`src/rtl/cla_serial_adder.sv`:
```
// Multi-cycle wide adder: resolves one CHUNK-bit slice per clock with a
// parallel-prefix carry network and accumulates word-level group G/P.
module cla_serial_adder #(
  parameter int WIDTH = 32,
  parameter int CHUNK = 8
) (
  input  logic             clk,
  input  logic             rst,
  input  logic             start,
  input  logic [WIDTH-1:0] a,
  input  logic [WIDTH-1:0] b,
  input  logic             c_in,
  output logic             busy,
  output logic             done,
  output logic [WIDTH-1:0] sum,
  output logic             c_out,
  output logic             ovf,
  output logic             g_grp,
  output logic             p_grp
);

  localparam int NCH   = WIDTH / CHUNK;
  localparam int IDX_W = (NCH > 1) ? $clog2(NCH) : 1;
  localparam int LVLS  = $clog2(CHUNK);

  typedef enum logic [1:0] {IDLE, BUSY, DONE} state_t;

  state_t           state, state_nxt;
  logic [WIDTH-1:0] a_reg, b_reg, sum_acc, sum_nxt;
  logic             cin_reg, carry_reg, g_acc, p_acc;
  logic [IDX_W-1:0] idx;
  logic [CHUNK-1:0] a_sl, b_sl, g_bit, p_bit, g_pre, p_pre, carries, sl_sum;
  logic             sl_cout, g_acc_nxt, p_acc_nxt;
  logic             accept, last;

  function automatic logic signed_ovf(input logic sa, input logic sb, input logic ss);
    return (sa == sb) && (ss != sa);
  endfunction

  assign accept = start && ((state == IDLE) || (state == DONE));
  assign last   = (idx == IDX_W'(NCH - 1));

  always_ff @(posedge clk or posedge rst) begin
    if (rst) state <= IDLE;
    else     state <= state_nxt;
  end

  always_comb begin
    state_nxt = state;
    case (state)
      IDLE:    if (start) state_nxt = BUSY;
      BUSY:    if (last)  state_nxt = DONE;
      DONE:    state_nxt = start ? BUSY : IDLE;
      default: state_nxt = IDLE;
    endcase
  end

  always_comb begin
    busy = (state == BUSY);
    done = (state == DONE);
  end

  // Slice stage: Kogge-Stone prefix over the current slice, seeded by carry_reg.
  always_comb begin
    logic [CHUNK-1:0] g_tmp, p_tmp;
    a_sl  = a_reg[idx*CHUNK +: CHUNK];
    b_sl  = b_reg[idx*CHUNK +: CHUNK];
    g_bit = a_sl & b_sl;
    p_bit = a_sl ^ b_sl;
    g_pre = g_bit;
    p_pre = p_bit;
    g_tmp = g_bit;
    p_tmp = p_bit;
    for (int l = 0; l < LVLS; l++) begin
      g_tmp = g_pre;
      p_tmp = p_pre;
      for (int i = 0; i < CHUNK; i++) begin
        if (i >= (1 << l)) begin
          g_tmp[i] = g_pre[i] | (p_pre[i] & g_pre[i - (1 << l)]);
          p_tmp[i] = p_pre[i] & p_pre[i - (1 << l)];
        end
      end
      g_pre = g_tmp;
      p_pre = p_tmp;
    end
    carries[0] = carry_reg;
    for (int i = 1; i < CHUNK; i++)
      carries[i] = g_pre[i-1] | (p_pre[i-1] & carry_reg);
    sl_sum    = p_bit ^ carries;
    sl_cout   = g_pre[CHUNK-1] | (p_pre[CHUNK-1] & carry_reg);
    g_acc_nxt = g_pre[CHUNK-1] | (p_pre[CHUNK-1] & g_acc);
    p_acc_nxt = p_pre[CHUNK-1] & p_acc;
    sum_nxt   = sum_acc;
    sum_nxt[idx*CHUNK +: CHUNK] = sl_sum;
  end

  // Register stage: operand capture, slice carry chaining, result load on BUSY->DONE.
  always_ff @(posedge clk or posedge rst) begin
    if (rst) begin
      a_reg     <= '0;
      b_reg     <= '0;
      cin_reg   <= 1'b0;
      carry_reg <= 1'b0;
      idx       <= '0;
      g_acc     <= 1'b0;
      p_acc     <= 1'b0;
      sum_acc   <= '0;
      sum       <= '0;
      c_out     <= 1'b0;
      ovf       <= 1'b0;
      g_grp     <= 1'b0;
      p_grp     <= 1'b0;
    end else if (accept) begin
      a_reg     <= a;
      b_reg     <= b;
      cin_reg   <= c_in;
      carry_reg <= c_in;
      idx       <= '0;
      g_acc     <= 1'b0;
      p_acc     <= 1'b1;
      sum_acc   <= '0;
    end else if (state == BUSY) begin
      sum_acc   <= sum_nxt;
      carry_reg <= sl_cout;
      g_acc     <= g_acc_nxt;
      p_acc     <= p_acc_nxt;
      if (last) begin
        sum   <= sum_nxt;
        c_out <= sl_cout;
        ovf   <= signed_ovf(a_reg[WIDTH-1], b_reg[WIDTH-1], sum_nxt[WIDTH-1]);
        g_grp <= g_acc_nxt;
        p_grp <= p_acc_nxt;
      end else begin
        idx <= idx + 1'b1;
      end
    end
  end

endmodule

```
`config.mk`:
```
export PLATFORM = sky130hd
export DESIGN_NAME = cla_serial_adder
export DESIGN_NICKNAME = d
export VERILOG_FILES = /design/src/rtl/cla_serial_adder.sv
export SDC_FILE = /design/constraint.sdc
export NUM_CORES = 1
export LEC_CHECK = 0
export CORE_ASPECT_RATIO = 0.6
export CORE_MARGIN = 4
export CORE_UTILIZATION = 35
export DETAILED_ROUTE_END_ITERATION = 16
export MAX_ROUTING_LAYER = met4
export PLACE_DENSITY = 0.62
export SYNTH_ARGS = -nofsm -noshare
export SYNTH_HDL_FRONTEND = slang
export SYNTH_SLANG_ARGS = --single-unit
```
`constraint.sdc`:
```
create_clock -name clk -period 6.5 [get_ports clk]
set_clock_uncertainty 0.15 [all_clocks]
set_input_delay 0.975 -clock clk [delete_from_list [all_inputs] [get_ports clk]]
set_output_delay 0.975 -clock clk [all_outputs]
set_load 0.02 [all_outputs]
```
==> results.md <==
* Setup CP Type: reg -> reg
* Final TNS setup at 0 ns
* Post-synth cell types at between 40 and 50
* Syn nets at 738
* Syn avg cell area at roughly 10 sq um
* Drt first pass iters at 5
* Core Rows at 38
* RR Endpoint: sum_acc[23]
* Via count at 5,173
* # nets final at between 800 and 900
* DR iter-0 viols at between 500 and 600
* CTS Hold Buffers Added at 0
* Critical Path Slowest Stage Cell: dfrtp_1
* Clock slew at reported path FFs at about 0.060 ns
* Area taken by flip-flops and latches at about 3500 sq um
* Inst Count DP at 970
* Reg-to-reg slack, setup at around 2.8 ns
* Layout cells sized above 1 at between 8 and 9%
* Worst Hold Depth at 2
* Setup violators final at 0
* FF-to-FF path depth at 8
* Placer Congestion at 0.8578
* Largest buffer count on any clock path at 2
* Mux share of post-synthesis cell area at 6.326%
* Hpwl dp at around 13,000 um
* Reg2reg start: idx[0]
* Crit Path Max Fanout at 16
* Sequential area share after synthesis at 53.62%
* Largest net degree at the start of global routing at 86
* Final Util at approximately 46%
* Critical Path Start Type: flop
* CTS root buffer: clkbuf_16
* CTS Buf Count at 17
* Hold path start: p_grp
* RSZ-0062 raised after global routing: no
* Outcome: complete, no violations
* CTS tree: done
* Max-cap violations at 0
* Remaining Overflow, GRT at 0
* Cells after Synth at roughly 660
* Simple-gate portion of the synthesized area at between 15 and 20%
* Die W at about 180 um
* Starting density of the core at between 30 and 40%
* Non-Filler Instances at 1,002
* WHS Endpoint: p_grp
* Power Dens Cells at between 600 and 700 nW/um^2
* Clk_lat worst skew at 0.42 ns
* WL final at approximately 18,000 um
* Final hold violations at 0
* Die Y at approximately 110 um
* Cell Chain, Critical Path: buf_4 -> mux4_2 -> ha_1 -> a211o_1 -> a21oi_1 -> a21bo_2 -> xnor2_1 -> o21ai_0
* Crit-path max cell delay at slightly above 0.6 ns
* Buffers on Ports at approximately 110
* Vias in the first global route at approximately 5,200
* Core box area at ~18,000 sq um
* Filler instances at 1,699
* Synthesized-area fraction occupied by adder cells at under 10%
* Yosys warns at 0
* Least-Margin Pin Slew at about 0.98 ns
* Top Family by Delay on Critical Path: compound AO/OA/AOI/OAI gates
* Most frequent cells in the layout: 219 x nand2_1, 139 x dfrtp_1, 105 x clkdlybuf4s50_1
* Max Freq at between 200 and 300 MHz
* CP arrival at ~3.9 ns
* Synth Register Bits at around 140
* First-pass GRT wire length at around 30,000 um
* DR vias/cell at around 5.2
* CP endpoint kind: flop
* Initial antenna violation count at 0
* Compound-Gate Fraction of Synth Area at 12.96%
* Inserted Diodes at 0
* # Post-CTS Setup Buffers at 0
* # IOs at between 100 and 150
* ANT nets after route at 0
* Hold Crit Class: reg -> reg
* Leakage at approximately 4.0 nW
* Min Tclk post-route at between 3 and 4 ns
* Worst EP required at between 6 and 7 ns
* Slew margin rel. at around a third
* Max VDD drop at ~0.34 mV
* Largest family of logic cells by synthesized area: simple AND/OR/NAND/NOR gates
* Max-slew violations at 0
* XOR/XNOR share of the synthesized area at approximately 1.5%
* Multi-input logic area at around 2800 sq um
* Post-synthesis cell area at approximately 6500 sq um
* Total GRT Usage at 18.63%
* Clock sinks at between 100 and 150
* H-Tree Level Count at 4
* Residual DRC at 0
* Die area at roughly 21,000 sq um
* Area Overhead vs Synth at 28.64%
* Commonest non-fill, non-tap cell in the layout: nand2_1
* Wirelength per Cell at roughly 18 um
* Final worst path period share at between 50% and 60%
* PostCTS Resize Cnt at 0
* Crit path buf inv count at 1
-- kinds of logic after synthesis --
group                    count (synthesis)
adder cells (fa/ha/maj)                 15
buffers and inverters                   50
multiplexers                            21
flip-flops                             139
AO/OA/AOI/OAI                          121
XOR/XNOR                                10
AND/OR/NAND/NOR                        299
-- cell type report --
type	count	share of cell area, %
flip-flops and latches	139	41.68
multi-input cells	466	33.81
repair buffers	110	13.04
clock buffers	20	5.472
well taps	240	3.598
clock inverters	12	1.664
inverters	15	0.7346
-- worst max-delay path by stage --
stage,from,to,slack (ns),cells after the start
final,idx[0],sum_acc[23],2.77,8
after global routing,idx[0],sum_acc[23],2.48,8
after CTS,idx[0],sum_acc[23],2.74,8
after detailed placement,idx[0],sum_acc[23],2.75,8
after global placement,idx[0],sum[23],2.86,8
after floorplan,rst,a_reg[0],1.65,1
-- power breakdown --
| group | switching (mW) | internal [mW] |
|---|---|---|
| clock | 0.390 | 0.589 |
| sequential | 0.286 | 1.24 |
| combinational | 1.67 | 1.01 |
-- worst min-delay path: stages, from the launching register on --
cell     delay [ns]
dfrtp_1        0.34
nand2_1        0.05
nand2_1        0.05
-- through the flow --
step                setup slack [ns]  total power [mW]  hold slack [ns]  area [sq um]
floorplan                      1.650             3.235           0.2903          6487
global placement               2.863             4.140           0.3051          7750
detailed placement             2.754             4.172           0.3105          7750
CTS                            2.740             5.177           0.3257          8346
global route                   2.478             5.541           0.3555          8346
finish                         2.770             5.193           0.3164          8346
-- per-layer routing --
layer  global-route usage [%]  share of wire, %  up-vias
met4                    2.954              0.45        0
met5                        -                 0        -
li1                         -                 -     2428
met2                    23.65                40      189
met3                    4.047               6.7       12
met1                    30.41                53     2544
-- synth_stat cells, drive strengths merged --
| cell type | n | area share (%) |
|---|---|---|
| and4bb | 3 | 0.58 |
| a22o | 25 | 3.4 |
| nor3b | 7 | 0.81 |
| o21bai | 1 | 0.17 |
| nand3 | 3 | 0.23 |
| and4 | 1 | 0.15 |
| xor2 | 4 | 0.54 |
| and4b | 1 | 0.15 |
| a21oi | 29 | 2.2 |
| and3 | 15 | 1.4 |
| fa | 1 | 0.31 |
| dfrtp | 139 | 54 |
| o31ai | 1 | 0.12 |
| nand4 | 1 | 0.096 |
| a221o | 2 | 0.31 |
| mux2i | 5 | 0.77 |
| o21ai | 30 | 2.3 |
| o22a | 1 | 0.14 |
| a211o | 1 | 0.14 |
| a211oi | 2 | 0.23 |
| mux4 | 16 | 5.6 |
| nor2 | 34 | 2.0 |
| nor3 | 4 | 0.31 |
| nor2b | 3 | 0.29 |
| a21bo | 1 | 0.15 |
| a21o | 8 | 0.95 |
| o21a | 1 | 0.12 |
| buf | 11 | 0.79 |
| and2 | 4 | 0.41 |
| a311oi | 2 | 0.27 |
| clkbuf | 24 | 1.4 |
| a22oi | 6 | 0.69 |
| nand4bb | 1 | 0.17 |
| ha | 14 | 2.7 |
| xnor2 | 6 | 0.93 |
| nand2b | 3 | 0.29 |
| nand2 | 219 | 13 |
| inv | 15 | 0.87 |
| a221oi | 11 | 1.8 |
Power figures use the tool's default switching activity.
